$ cat config.mk
export PLATFORM = sky130hd
export DESIGN_NAME = disable_seq_ctrl
export DESIGN_NICKNAME = d
export VERILOG_FILES = /design/src/rtl/disable_seq_ctrl.sv
export SDC_FILE = /design/constraint.sdc
export NUM_CORES = 1
export LEC_CHECK = 0
export CAP_MARGIN = 20
export CORE_UTILIZATION = 41
export CTS_CLUSTER_DIAMETER = 50
export DETAILED_ROUTE_END_ITERATION = 8
export PLACE_DENSITY_LB_ADDON = 0.25
export SETUP_SLACK_MARGIN = 0.3
export SLEW_MARGIN = 20
export SYNTH_ARGS = -nofsm -noshare
export SYNTH_HDL_FRONTEND = slang
export SYNTH_SLANG_ARGS = --single-unit
$ cat constraint.sdc
create_clock -name clk -period 1.4 [get_ports clk]
set_input_delay 0.14 -clock clk [delete_from_list [all_inputs] [get_ports clk]]
set_output_delay 0.14 -clock clk [all_outputs]
set_load 0.05 [all_outputs]
$ cat src/rtl/disable_seq_ctrl.sv
// Copy sequencer with early return: up to DEPTH copies of src_data per run,
// terminated early by the exit condition (after the copy) or by kill (instead of it).
module disable_seq_ctrl #(
    parameter int   WIDTH    = 8,
    parameter int   DEPTH    = 4,
    parameter logic EXIT_POL = 1'b0,
    parameter int   CW       = $clog2(DEPTH + 1)
) (
    input  logic             clk,
    input  logic             rst,
    input  logic             start,
    input  logic [WIDTH-1:0] src_data,
    input  logic             cond,
    input  logic             kill,
    output logic [WIDTH-1:0] dst_data,
    output logic [CW-1:0]    copy_cnt,
    output logic             busy,
    output logic             done,
    output logic             aborted,
    output logic             killed
);

    localparam logic [1:0] S_IDLE = 2'd0;
    localparam logic [1:0] S_RUN  = 2'd1;
    localparam logic [1:0] S_DONE = 2'd2;

    localparam logic [CW-1:0] L_DEPTH = CW'(DEPTH);

    logic [1:0]       r_state;
    logic [WIDTH-1:0] r_dst;
    logic [CW-1:0]    r_cnt;
    logic             r_aborted;
    logic             r_killed;

    logic             w_exit;
    logic [CW-1:0]    w_cnt_nxt;

    assign w_exit    = (cond == EXIT_POL);
    assign w_cnt_nxt = r_cnt + 1'b1;

    always_ff @(posedge clk) begin
        if (rst) begin
            r_state   <= S_IDLE;
            r_dst     <= '0;
            r_cnt     <= '0;
            r_aborted <= 1'b0;
            r_killed  <= 1'b0;
        end else begin
            case (r_state)
                S_IDLE: begin
                    if (start) begin
                        r_state   <= S_RUN;
                        r_cnt     <= '0;
                        r_aborted <= 1'b0;
                        r_killed  <= 1'b0;
                    end
                end
                S_RUN: begin
                    // kill pre-empts the copy; the exit test only sees a completed copy
                    if (kill) begin
                        r_killed <= 1'b1;
                        r_state  <= S_DONE;
                    end else begin
                        r_dst <= src_data;
                        r_cnt <= w_cnt_nxt;
                        if (w_exit) begin
                            r_aborted <= 1'b1;
                            r_state   <= S_DONE;
                        end else if (w_cnt_nxt == L_DEPTH) begin
                            r_state <= S_DONE;
                        end
                    end
                end
                S_DONE: begin
                    r_state <= S_IDLE;
                end
                default: begin
                    r_state <= S_IDLE;
                end
            endcase
        end
    end

    assign dst_data = r_dst;
    assign copy_cnt = r_cnt;
    assign busy     = (r_state == S_RUN);
    assign done     = (r_state == S_DONE);
    assign aborted  = r_aborted;
    assign killed   = r_killed;

    a_flags_exclusive: assert property (@(posedge clk) disable iff (rst)
        !(r_aborted && r_killed));
    a_cnt_bounded: assert property (@(posedge clk) disable iff (rst)
        (r_cnt <= L_DEPTH));

endmodule

==> qor.csv <==
stage,metric,value,unit
synth,most used flip-flop cell after synthesis,dfxtp_1,
die,# IOs,28,
routing,Avg WL per Cell,13.7,µm
synth,Area contributors post-synth,"dfxtp_1, mux2i_1, nor2_1, and2b_2, ha_1",
die,Die W,42.9,µm
synth,Yosys top cell by area,dfxtp_1,
synth,top post-synthesis cells by count,"dfxtp_1, mux2i_1, nor2_1",
setup_path,Startpoint Class,input pin,
sta,Final Critical Period,1.25,ns
synth,Syn. warnings,0,
clock_tree,CTS buffer count,3,
setup_path,Setup crit end kind,flip-flop,
synth,Synth cell types,25,
synth,share of the yosys chip area belonging to registers,0.437,
die,starting density of the core,0.446,
synth,Post-synth ARST share,0,
place,Post-DP HPWL,1050,µm
grt,initial antenna violation count,0,
clock_tree,clock tree buffer depth,2,
routing,final WL,1700,µm
place,Inst Count DP,111,
layout,fraction of layout cells with a size suffix above 1,0.463,
layout,n_diodes,0,
layout,NumNets Final,124,
layout,footprint of the multi-input gates,398,µm²
clock_tree,Root Buffer,clkbuf_4,
setup_path,WS Path Type,input pin to flip-flop,
layout,Non-Filler Instances,124,
routing,initial detailed-routing violation count,5,
grt,gr usage total,0.184,
die,die height,42.9,µm
synth,#FFs+latches synth,15,
grt,vias in the first global route,609,
synth,Synth Area in XOR/XNOR,0.0255,
sta,RSZ-0062 raised after global routing,true,
die,placement row count,14,
synth,largest family of logic cells by synthesized area,simple AND/OR/NAND/NOR gates,
synth,Cells after Synth,67,
sta,fin. max-slew vios,0,
synth,Syn Nets,82,
run,max-cap violation count,0,
routing,Initial DRT Pass Iterations,4,
grt,largest net degree at the start of global routing,16,
pwr,pwr dens,821,mW/mm²
synth,Yosys top cell area share,0.437,
pwr,VDD IR max,0.000641,V
sta,clk_skew,0.00185,ns
sta,max_slew headroom,0.782,
synth,Post-synth EDFFs,0,
clock_tree,"Reg clk slew, reported paths",0.09,ns
status,status,"complete, no violations",
routing,post-route ant nets,0,
sta,worst hold slack,0.471,ns
layout,Filler cells,109,
setup_path,CP Max Fanout,3,
routing,DRC viols,0,
layout,Layout area overhead,71.2,%
clock_tree,CTS H-tree depth,1,
synth,post-synthesis cell area,687,µm²
sta,Fmax,799,MHz
routing,vias per cell,4.99,
sta,final period utilization,0.894,
synth,mux contribution to synthesized area,0.131,
sta,Hold Fails Final Rpt,0,
clock_tree,Hold Buf Count CTS,0,
clock_tree,clk sink count,15,
grt,first-pass GRT wire length,2590,µm
setup_path,CP required,1.62,ns
layout,sequential standard cell area,317,µm²
pwr,Pleak,0.498,nW
synth,Post-Syn Area per Cell,10.3,µm²
synth,dominant cell by count in the synthesized netlist,dfxtp_1,
synth,Simple-Gate Fraction of Synth Area,0.230,
grt,total gr overflow,0,
clock_tree,TritonCTS clock tree,done,
routing,vias,619,
place,port bufs,27,
synth,area share of fa/ha/maj cells after synthesis,0.0364,
synth,Synth Area in Compound Gates,0.0911,
sta,Setup-failing EPs final,0,
place,Final GP Congestion,0.716,
worst_hold_path,Hold Path Class,input pin to flip-flop,
setup_path,Worst Path Arrival,1.47,ns
die,DIE AREA,0.00184,mm²
die,core region area,0.00154,mm²
sta,Worst Tran Pin Value,0.327,ns
clock_tree,clk_lat worst skew,0.27,ns
[sequential cells by signal, indices dropped and copies added (netlist names)]
name / flops
dst_data: 8
killed: 1
aborted: 1
r_state: 2
copy_cnt: 3
[layout by cell type, fill, tap and decap left out, types with 3 or more instances in the layout]
cell type / synthesis / final
buf_6: 2 / 4
dfxtp_1: 15 / 10
clkbuf_4: 0 / 3
dfxtp_4: 0 / 4
clkdlybuf4s50_1: 0 / 12
nor2_1: 9 / 8
and2b_2: 3 / 3
mux2i_1: 9 / 9
buf_4: 0 / 19
buf_12: 0 / 5
[cells by family after synthesis]
group | count (synthesis)
buffers and inverters | 5
multiplexers | 9
XOR/XNOR | 2
AO/OA/AOI/OAI | 9
AND/OR/NAND/NOR | 25
flip-flops | 15
adder cells (fa/ha/maj) | 2
[what timing repair did]
item                       CTS  global route
setup endpoints to repair   14            16
pin swaps                    4             1
setup buffers                6             3
resized for setup            9             3
[metal layers]
| layer | up-vias | share of wire | GRT usage | wire length [µm] |
|---|---|---|---|---|
| met5 | - | 0 | 0 | 0 |
| met4 | 0 | 0.014 | 0.0970 | 24 |
| met2 | 19 | 0.51 | 0.309 | 871 |
| met3 | 4 | 0.035 | 0.0255 | 60 |
| met1 | 283 | 0.44 | 0.227 | 743 |
| li1 | 313 | - | - | - |
[cell type report]
class	instances	share of cell area
Timing Repair Buffer	40	0.347
Inverter	2	0.00638
Tap cell	16	0.0170
Clock buffer	4	0.0223
Multi-Input combinational cell	47	0.338
Sequential cell	15	0.269
[per-stage QoR]
stage                      util  setup TNS, ns  cell area (µm²)  worst slack [ns]  power, mW
after floorplan               -              0              716             0.268      0.592
final                     0.763              0             1180             0.149      0.966
after CTS                 0.738              0             1140             0.186      0.961
after global placement    0.671        -0.0398             1030           -0.0398      0.685
after detailed placement  0.671        -0.0450             1030           -0.0398      0.687
after global routing      0.763              0             1180             0.126       1.01
[worst paths after layout]
| kind | from | end | slack, ns | cells past startpoint |
|---|---|---|---|---|
| setup reg to reg | r_state[0] | copy_cnt[2] | 0.17 | 5 |
| hold / removal | src_data[2] | dst_data[2] | 0.47 | 3 |
| setup / recovery | kill | aborted | 0.15 | 5 |
| hold reg to reg | dst_data[0] | dst_data[0] | 0.50 | 2 |
[worst max-delay path, stage by stage]
cell             delay, ns
clkdlybuf4s50_1       0.44
buf_4                 0.16
nand2b_1              0.20
a221oi_1              0.37
o21a_1                0.16
[report_power, final]
group,leakage (nW),switching (mW),total (mW),internal [mW]
sequential,0.125,0.0149,0.454,0.439
clock,0.0150,0.134,0.244,0.110
combinational,0.358,0.131,0.268,0.137
total,0.498,0.279,0.966,0.687
(Power assumes the default switching activity.)
